===== src/rtl/ppt_pkg.sv =====
// Shared definitions for the multi-channel pulse-train generator:
// register map offsets, CTRL/STATUS bit positions, channel state type
// and byte access helpers for the 16-bit register view.
package ppt_pkg;

   localparam logic [3:0] OFF_PERIOD_L = 4'h0;
   localparam logic [3:0] OFF_PERIOD_H = 4'h1;
   localparam logic [3:0] OFF_WIDTH_L  = 4'h2;
   localparam logic [3:0] OFF_WIDTH_H  = 4'h3;
   localparam logic [3:0] OFF_COUNT_L  = 4'h4;
   localparam logic [3:0] OFF_COUNT_H  = 4'h5;
   localparam logic [3:0] OFF_CTRL     = 4'h6;
   localparam logic [3:0] OFF_DONE_L   = 4'h8;
   localparam logic [3:0] OFF_DONE_H   = 4'h9;
   localparam logic [3:0] OFF_STATUS   = 4'hA;

   localparam int CTRL_RUN  = 0;
   localparam int CTRL_CONT = 1;
   localparam int CTRL_POL  = 2;

   localparam int STAT_DONE = 0;
   localparam int STAT_BUSY = 1;
   localparam int STAT_ERR  = 2;

   typedef enum logic [1:0] {IDLE, HIGH, LOW, DONE} ppt_state_t;

   // Replace the low (hi=0) or high (hi=1) byte of a 16-bit value.
   function automatic logic [15:0] set_byte(input logic [15:0] v, input logic hi,
                                            input logic [7:0] b);
      set_byte = hi ? {b, v[7:0]} : {v[15:8], b};
   endfunction

   // Pick the low (hi=0) or high (hi=1) byte of a 16-bit value.
   function automatic logic [7:0] get_byte(input logic [15:0] v, input logic hi);
      get_byte = hi ? v[15:8] : v[7:0];
   endfunction

endpackage


===== src/rtl/ppt_channel.sv =====
// One pulse-train channel: config registers, run snapshot, IDLE/HIGH/LOW/DONE
// FSM, phase and completed-pulse counters, output polarity.
module ppt_channel
   import ppt_pkg::*;
#(
   parameter int CNT_W = 16
) (
   input  logic             clk,
   input  logic             rst_n,
   input  logic             ena,
   input  logic             we,
   input  logic [3:0]       offset,
   input  logic [7:0]       wdata,
   output logic [CNT_W-1:0] period,
   output logic [CNT_W-1:0] width,
   output logic [CNT_W-1:0] count,
   output logic [CNT_W-1:0] done_cnt,
   output logic             run,
   output logic             cont,
   output logic             pol,
   output logic             done,
   output logic             err,
   output logic             pulse_out,
   output logic             done_irq,
   output ppt_state_t       state
);

   localparam logic [CNT_W-1:0] ONE = {{(CNT_W-1){1'b0}}, 1'b1};

   logic [CNT_W-1:0] s_period, s_width, s_count, phase, width_clamped;
   logic             s_cont, s_pol, start_pend;
   logic             wr_ctrl, cont_nx, pol_nx, start_now, stop_now, busy;

   // Decode run start/stop requests and derive the pin level from registered state.
   always_comb begin
      wr_ctrl       = we && (offset == OFF_CTRL);
      cont_nx       = wr_ctrl ? wdata[CTRL_CONT] : cont;
      pol_nx        = wr_ctrl ? wdata[CTRL_POL] : pol;
      busy          = (state == HIGH) || (state == LOW);
      // A RUN 0->1 write that lands while ena is low is remembered until ena returns.
      start_now     = (wr_ctrl && wdata[CTRL_RUN] && !run) || start_pend;
      stop_now      = wr_ctrl && !wdata[CTRL_RUN] && busy;
      width_clamped = (width >= period) ? (period - ONE) : width;
      // While running the snapshot polarity applies; otherwise the idle level is CTRL.POL.
      pulse_out     = busy ? ((state == HIGH) ^ s_pol) : pol;
   end

   // Register writes plus the channel FSM; FSM assignments win over plain register writes.
   always_ff @(posedge clk or negedge rst_n) begin
      if (!rst_n) begin
         period     <= '0;
         width      <= '0;
         count      <= '0;
         done_cnt   <= '0;
         run        <= 1'b0;
         cont       <= 1'b0;
         pol        <= 1'b0;
         done       <= 1'b0;
         err        <= 1'b0;
         done_irq   <= 1'b0;
         state      <= IDLE;
         s_period   <= '0;
         s_width    <= '0;
         s_count    <= '0;
         s_cont     <= 1'b0;
         s_pol      <= 1'b0;
         phase      <= '0;
         start_pend <= 1'b0;
      end else begin
         done_irq <= 1'b0;
         if (we) begin
            case (offset)
               OFF_PERIOD_L, OFF_PERIOD_H: period <= CNT_W'(set_byte(16'(period), offset[0], wdata));
               OFF_WIDTH_L, OFF_WIDTH_H:   width  <= CNT_W'(set_byte(16'(width), offset[0], wdata));
               OFF_COUNT_L, OFF_COUNT_H:   count  <= CNT_W'(set_byte(16'(count), offset[0], wdata));
               OFF_CTRL: begin
                  run  <= wdata[CTRL_RUN];
                  cont <= wdata[CTRL_CONT];
                  pol  <= wdata[CTRL_POL];
               end
               default: ;
            endcase
         end

         if (wr_ctrl && !wdata[CTRL_RUN]) start_pend <= 1'b0;

         if (stop_now) begin
            // Abort: back to idle, DONE_CNT kept, DONE not set.
            state <= IDLE;
         end else if (ena) begin
            case (state)
               IDLE, DONE: begin
                  if (start_now) begin
                     start_pend <= 1'b0;
                     s_period   <= period;
                     s_width    <= width_clamped;
                     s_count    <= count;
                     s_cont     <= cont_nx;
                     s_pol      <= pol_nx;
                     done       <= 1'b0;
                     err        <= 1'b0;
                     done_cnt   <= '0;
                     phase      <= ONE;
                     if (period == '0 || width == '0) begin
                        state    <= DONE;
                        done     <= 1'b1;
                        err      <= 1'b1;
                        run      <= 1'b0;
                        done_irq <= 1'b1;
                     end else if (!cont_nx && count == '0) begin
                        state    <= DONE;
                        done     <= 1'b1;
                        run      <= 1'b0;
                        done_irq <= 1'b1;
                     end else begin
                        state    <= HIGH;
                        done_cnt <= ONE;
                     end
                  end else if (state == DONE) begin
                     state <= IDLE;
                  end
               end
               HIGH: begin
                  // phase counts 1..PERIOD across one pulse pitch.
                  phase <= phase + ONE;
                  if (phase == s_width) state <= LOW;
               end
               LOW: begin
                  if (phase == s_period) begin
                     if (s_cont || done_cnt < s_count) begin
                        state    <= HIGH;
                        phase    <= ONE;
                        done_cnt <= done_cnt + ONE;
                     end else begin
                        state    <= DONE;
                        done     <= 1'b1;
                        run      <= 1'b0;
                        done_irq <= 1'b1;
                     end
                  end else begin
                     phase <= phase + ONE;
                  end
               end
               default: state <= IDLE;
            endcase
         end else if (start_now) begin
            start_pend <= 1'b1;
         end
      end
   end

endmodule


===== src/rtl/ppt_pulse_gen_multi.sv =====
// Multi-channel pulse-train generator: register address decode, readback
// mux with registered read data, DONE_H coherency shadow, channel array.
//
// Register bus: reg_we and reg_re are single-cycle strobes with no
// back-pressure. A write takes effect at the sampling edge; read data is
// registered at the edge that samples reg_re and holds until the next read.
// A read and a write to the same address in one cycle return the old value.
module ppt_pulse_gen_multi
   import ppt_pkg::*;
#(
   parameter int N_CH  = 2,
   parameter int CNT_W = 16
) (
   input  logic            clk,
   input  logic            rst_n,
   input  logic            ena,
   input  logic [7:0]      reg_addr,
   input  logic [7:0]      reg_wdata,
   input  logic            reg_we,
   input  logic            reg_re,
   output logic [7:0]      reg_rdata,
   output logic [N_CH-1:0] pulse_out,
   output logic [N_CH-1:0] done_irq
);

   logic [2:0]       chan;
   logic [3:0]       offset;
   logic [CNT_W-1:0] ch_period [N_CH];
   logic [CNT_W-1:0] ch_width [N_CH];
   logic [CNT_W-1:0] ch_count [N_CH];
   logic [CNT_W-1:0] ch_done_cnt [N_CH];
   logic             ch_run [N_CH];
   logic             ch_cont [N_CH];
   logic             ch_pol [N_CH];
   logic             ch_done [N_CH];
   logic             ch_err [N_CH];
   ppt_state_t       ch_state [N_CH];
   logic [7:0]       rd_val, done_h_live, done_h_shadow;
   logic             sel_valid;

   assign chan   = reg_addr[6:4];
   assign offset = reg_addr[3:0];

   for (genvar g = 0; g < N_CH; g++) begin : g_ch
      ppt_channel #(.CNT_W(CNT_W)) u_ch (
         .clk       (clk),
         .rst_n     (rst_n),
         .ena       (ena),
         .we        (reg_we && !reg_addr[7] && (chan == 3'(g))),
         .offset    (offset),
         .wdata     (reg_wdata),
         .period    (ch_period[g]),
         .width     (ch_width[g]),
         .count     (ch_count[g]),
         .done_cnt  (ch_done_cnt[g]),
         .run       (ch_run[g]),
         .cont      (ch_cont[g]),
         .pol       (ch_pol[g]),
         .done      (ch_done[g]),
         .err       (ch_err[g]),
         .pulse_out (pulse_out[g]),
         .done_irq  (done_irq[g]),
         .state     (ch_state[g])
      );
   end

   // Readback mux; unmapped offsets and absent channels read zero.
   always_comb begin
      rd_val      = '0;
      done_h_live = '0;
      sel_valid   = 1'b0;
      for (int c = 0; c < N_CH; c++) begin
         if (!reg_addr[7] && chan == 3'(c)) begin
            sel_valid   = 1'b1;
            done_h_live = get_byte(16'(ch_done_cnt[c]), 1'b1);
            case (offset)
               OFF_PERIOD_L, OFF_PERIOD_H: rd_val = get_byte(16'(ch_period[c]), offset[0]);
               OFF_WIDTH_L, OFF_WIDTH_H:   rd_val = get_byte(16'(ch_width[c]), offset[0]);
               OFF_COUNT_L, OFF_COUNT_H:   rd_val = get_byte(16'(ch_count[c]), offset[0]);
               OFF_CTRL: begin
                  rd_val[CTRL_RUN]  = ch_run[c];
                  rd_val[CTRL_CONT] = ch_cont[c];
                  rd_val[CTRL_POL]  = ch_pol[c];
               end
               OFF_DONE_L: rd_val = get_byte(16'(ch_done_cnt[c]), 1'b0);
               OFF_DONE_H: rd_val = done_h_shadow;
               OFF_STATUS: begin
                  rd_val[STAT_DONE] = ch_done[c];
                  rd_val[STAT_BUSY] = (ch_state[c] == HIGH) || (ch_state[c] == LOW);
                  rd_val[STAT_ERR]  = ch_err[c];
               end
               default: rd_val = '0;
            endcase
         end
      end
   end

   // Registered read data; DONE_L reads capture DONE_H so the pair is coherent.
   always_ff @(posedge clk or negedge rst_n) begin
      if (!rst_n) begin
         reg_rdata     <= '0;
         done_h_shadow <= '0;
      end else if (reg_re) begin
         reg_rdata <= rd_val;
         if (sel_valid && offset == OFF_DONE_L) done_h_shadow <= done_h_live;
      end
   end

endmodule


===== config.mk =====
export PLATFORM = sky130hd
export DESIGN_NAME = ppt_pulse_gen_multi
export DESIGN_NICKNAME = d
export VERILOG_FILES = /design/src/rtl/ppt_pkg.sv /design/src/rtl/ppt_channel.sv /design/src/rtl/ppt_pulse_gen_multi.sv
export SDC_FILE = /design/constraint.sdc
export NUM_CORES = 1
export LEC_CHECK = 0
export ABC_CLOCK_PERIOD_IN_PS = 4300
export CAP_MARGIN = 20
export CORE_ASPECT_RATIO = 0.9
export CORE_UTILIZATION = 68
export DETAILED_ROUTE_END_ITERATION = 10
export GPL_ROUTABILITY_DRIVEN = 0
export PLACE_DENSITY_LB_ADDON = 0.1
export SETUP_SLACK_MARGIN = 0.5
export SKIP_LAST_GASP = 1
export SLEW_MARGIN = 10
export SYNTH_ARGS = -nofsm -noshare
export SYNTH_HDL_FRONTEND = slang
export SYNTH_HIERARCHICAL = 1
export SYNTH_SLANG_ARGS = --single-unit

===== constraint.sdc =====
create_clock -name clk -period 4.3 [get_ports clk]
set_clock_uncertainty 0.05 [all_clocks]
set_input_delay 0.86 -clock clk [delete_from_list [all_inputs] [get_ports clk]]
set_output_delay 0.86 -clock clk [all_outputs]
set_load 0.05 [all_outputs]

* After elaboration in Yosys (flattened, before gate mapping) *
Cells that the tools add are included.

storage, ports and cells
  bits in registers = 294
  output and inout bits = 12
  logic and storage cells = 294

operators by class
  $add $sub $neg = 6
  order comparisons = 4
  eq/ne operators = 36
  multiplexer cells = 122
  bitwise operators = 5
  reduce and logical (&&, ||, !) cells = 77

operators with widths
  cell                     number
  $mux W16                 16
  $logic_not A16 Y1        6
  $pmux W16 S3             2
  $mux W8                  10
  $add A16 B1 Y16 const B  4
  $eq A16 B16 Y1           4
  $pmux W16 S2             2
  $mux W1                  62
  $pmux W3 S7              2
  $mux W2                  18
  $reduce_and A3 Y1        12
  $ge A16 B16 Y1           2
  $lt A16 B16 Y1           2
  $sub A16 B1 Y16 const B  2
  $pmux W5 S6              1
  $pmux W5 S5              1
  $reduce_and A4 Y1        6
  $reduce_and A6 Y1        4
  $logic_and A1 B1 Y1      18
  $eq A4 B3 Y1 const B     3
  $eq A4 B4 Y1 const B     3
  $ne A2 B1 Y1 const B     6
  $ne A3 B1 Y1 const B     4
  $pmux W1 S2              6
  other kinds (19)         54

* Longest topological paths before layout *
  depth after elaboration = 13
  mapped depth = 12

* Cells and area by module *
The synthesis kept the hierarchy.

by module, submodules not included
  module                       instances  cells each  area an instance (sq um)  sequential area each (sq um)
  ppt_channel at g_ch[1].u_ch  1          763         7469.7                    3478.3
  ppt_channel at g_ch[0].u_ch  1          762         7450.9                    3478.3
  ppt_pulse_gen_multi          1          236         2052.0                    400.4

* Worst setup path after synthesis *
OpenSTA, ideal clock, no wires.

  kind = input to register
  from = input reg_addr[4]
  to = register g_ch[0].u_ch.done_cnt[14]
  arrival = 3389 ps
  data required time = 4173 ps
  path slack = 784 ps
  cell stages on the path = 10
  buffers on the path = 1
  cells stage by stage = buf_1 inv_1 and3_1 and3b_1 a31oi_1 o21ai_1 or2_1 or4_4 or4_1 a21oi_1

between the ends
  longest elaborated chain between the ends = 8

ends and longest elaborated chain
  what                                    line                       source
  start: declaration                      ppt_pulse_gen_multi.sv:17  input logic [7:0] reg_addr,
  $logic_not A3 Y1 (*)                    ppt_pulse_gen_multi.sv:49  .we (reg_we && !reg_addr[7] && (chan == 3'(g))),
  $logic_and A1 B1 Y1 (*)                 ppt_pulse_gen_multi.sv:49
  $logic_and A1 B1 Y1 (*)                 ppt_channel.sv:36          wr_ctrl = we && (offset == OFF_CTRL);
  $logic_and A1 B1 Y1 (2 in a row)        ppt_channel.sv:41          start_now = (wr_ctrl && wdata[CTRL_RUN] && !run) || start_pend;
  $logic_or A1 B1 Y1                      ppt_channel.sv:41
  $ne A2 B1 Y1 (no source line)           --
  $reduce_and A6 Y1 (no source line) (*)  --
  end signal: assignment                  ppt_channel.sv:133         done_cnt <= done_cnt + ONE;
  end: declaration                        ppt_channel.sv:17          output logic [CNT_W-1:0] done_cnt,

Mark *: on every way between the ends. The rest lies on a longest branch, timed or not.
A chain may end at the register's enable or synchronous reset.

* Worst setup path after layout *
  from = input reg_addr[5]
  to = register g_ch[0].u_ch.done_cnt[14]

The elaborated chain is that of the path after synthesis.

==> flow_summary.toml <==
[run_status]
status = "finished clean"

[setup_path]
critPathMaxFanout = 7
cpPeakStageDelay_ns = 0.55
critPathLaunchType = "primary input"
crit_arrival_ns = 4.00
worstPathRequired_ns = 4.68
path_cells = "clkdlybuf4s50_1, nor3_2, buf_4, and3_1, and3b_1, a32o_1, o21ai_1, or2_1, or4_4, or4_1, a21oi_1"
critical_path_class = "primary input to flip-flop"
critPathCaptureType = "flip-flop"
worst_path_max_delay_cell = "or4_4"

[cells_and_area]
areaGrowthSynthToFinish_pct = 10.70
final_cell_mix = "294 x dfrtp_1, 206 x nand2_1, 193 x o21ai_0"
fill_cells = 1673
final_nets = 1875
n_antenna_cell = 0
drive_above_1_share_pct = 11.20
stdcell_area_um2 = 18790
final_common_cell = "dfrtp_1"

[synth]
synth_nets = 1856
yosys.area_share.adder_pct = 5.455
yosysSeqAreaShare_pct = 43.35
synth_top_area_share_pct = 43.35
synth_cell_types = 87
synthCells = 1761
ys_ff_latch = 294
synthMuxAreaShare_pct = 10.61
synth_compound_area_share_pct = 14.23
synth_xor_area_share_pct = 5.610
ys_warn_count = 6
synth_area_um2 = 16970
post-synth-top-area-cell = "dfrtp_1"
ys_top_cells_by_area = "dfrtp_1 43%, o21ai_0 5.7%, ha_1 5.5%"
synthFlopType = "dfrtp_1"
synth_top_family_by_area = "simple AND/OR/NAND/NOR gates"
synth_area_per_cell_um2 = 9.638
synth_edf_count = 0
synth-async-reset-ratio_pct = 100.0
synthSimpleGateAreaFrac_pct = 16.00

[route]
vias_per_cell = 6.481
drc = 0
drt-pass1-iter-count = 5
vias = 13860
wire_per_inst_um = 21.53
antenna_left = 0
wirelength_um = 46050
drt_iter0_drc = 1675

[cts]
ctsResizeCount = 0
cts_buffers = 34
clk_pin_slew_ns = 0.06
cts_tree = "built"
ctsHtreeMaxLevel = 2
cts_sinks = 294
cts-hold-fix-buffers = 0
root_buffer = "clkbuf_16"
clk_latency_ns = 0.51
cts_buffer_depth = 3
post_cts_buffers = 0

[floorplanning]
die_y_um = 151.9
dieArea_um2 = 25600
fp-row-count = 54
die_w_um = 168.5
core_area_um2 = 24390
initial_utilization_pct = 69.59
io_pins = 33

[grt]
grt_usage_pct = 36.71
antenna_found_initial = 0
grt_pass1_wl_um = 73760
overflow = 0
grt_pass1_vias = 13500
grt_max_degree = 88

[timing]
worstMarginPinSlew_ns = 0.9079
finalSetupTns_ns = 0
fin_crit_sh_pct = 84.30
rsz0062_at_grt = "no"
setup_violations = 0
max_freq_ghz = 0.2759
max_slew_margin_pct = 39.28
fin_crit_ns = 3.625
setup_slack_ns = 0.6750
slew_violations = 0
hold_viol_final = 0
hold_ws_ns = 0.2626

[power]
fin_total_pwr_mw = 7.461
power.density_nw_per_um2 = 397.1
p_leak_nw = 8.783
peakVddDrop_mv = 0.3487

[min_path]
min_path_type = "primary input to asynchronous set/reset pin"

[place]
dp_hpwl_um = 32540
port_buffers = 32
dp_slack_ns = 0.1938
dpl_cell_area_um2 = 17570

[flow_run]
cap_violations = 0
-- per-layer routing --
layer / up-vias / GRT usage (%) / wire length [um]
li1: 6327 / - / -
met1: 6803 / 52.64 / 19810
met2: 603 / 56.59 / 21130
met3: 130 / 6.226 / 3463
met4: 0 / 13.03 / 1644
met5: - / 0 / 0
-- power breakdown --
group          switching (mW)  internal, mW  total [mW]
Clock                    1.16          1.92        3.07
Sequential              0.186          2.90        3.08
Combinational           0.828         0.479        1.31
Total                    2.17          5.29        7.46
-- cell usage after synthesis, drive strengths merged, types with 23 or more instances --
cell type and number:
dfrtp 294, nand2 206, o21ai 200, inv 94, mux2i 91, nor2 84, mux2 79, ha 74
xnor2 56, a21oi 54, clkbuf 53, xor2 51, nor4 48, buf 33, nand3 32, nand4 29
o31ai 29, nand2b 26, and3 23
-- metrics by stage --
step                util, %  std cells
detailed placement    72.03       2077
global placement      72.03       2077
floorplan                 -       1761
finish                77.03       2139
global route          77.03       2139
CTS                   76.89       2136
-- state kept, by name, summed over array words and instances (netlist names), 4 cells and up --
signal,flops
g_ch.u_ch/done_cnt,32
g_ch.u_ch/count,32
done_h_shadow,8
g_ch.u_ch/s_period,32
g_ch.u_ch/phase,32
reg_rdata,8
g_ch.u_ch/width,32
g_ch.u_ch/s_count,32
g_ch.u_ch/s_width,32
g_ch.u_ch/period,32
g_ch.u_ch/state,4
-- worst max-delay path: cells and delay by family --
| family | cells | cell delay (ns) |
|---|---|---|
| and+or+nand+nor | 6 | 2.04 |
| buffers and inverters | 2 | 0.63 |
| AOI/OAI and AO/OA | 3 | 0.47 |
-- path summary, 6_finish.rpt --
| path | from | end | slack, ns | depth (start not counted) |
|---|---|---|---|---|
| worst max-delay path | reg_addr[5] | g_ch[0].u_ch/done_cnt[14]$_DFFE_PN0P_ | 0.68 | 11 |
| worst max register to register | g_ch[0].u_ch/phase[11]$_DFFE_PN0P_ | g_ch[0].u_ch/done_cnt[14]$_DFFE_PN0P_ | 1.01 | 7 |
| worst min register to register | g_ch[1].u_ch/s_count[0]$_DFFE_PN0P_ | g_ch[1].u_ch/s_count[0]$_DFFE_PN0P_ | 0.43 | 2 |
| min in group clk | g_ch[1].u_ch/s_count[0]$_DFFE_PN0P_ | g_ch[1].u_ch/s_count[0]$_DFFE_PN0P_ | 0.43 | 2 |
| max in group asynchronous | rst_n | g_ch[0].u_ch/count[12]$_DFFE_PN0P_ | 2.80 | 2 |
| worst min-delay path | rst_n | g_ch[0].u_ch/phase[5]$_DFFE_PN0P_ | 0.26 | 1 |
-- cells by family after synthesis --
kind of cell,after synthesis
XOR/XNOR,107
buffers and inverters,180
AND/OR/NAND/NOR,537
adder cells (fa/ha/maj),74
multiplexers,170
flip-flops,294
AO/OA/AOI/OAI,399
-- cell type report --
| cell class | count | area (um2) | share of cell area, % |
|---|---|---|---|
| flip-flops and latches | 294 | 7357 | 39.16 |
| clock inverters | 12 | 192.7 | 1.026 |
| inverters | 94 | 352.8 | 1.878 |
| clock buffers | 47 | 993.5 | 5.287 |
| multi-input cells | 1287 | 8835 | 47.02 |
| well taps | 336 | 420.4 | 2.237 |
| repair buffers | 69 | 638.1 | 3.396 |
Power figures use the tool's default switching activity.
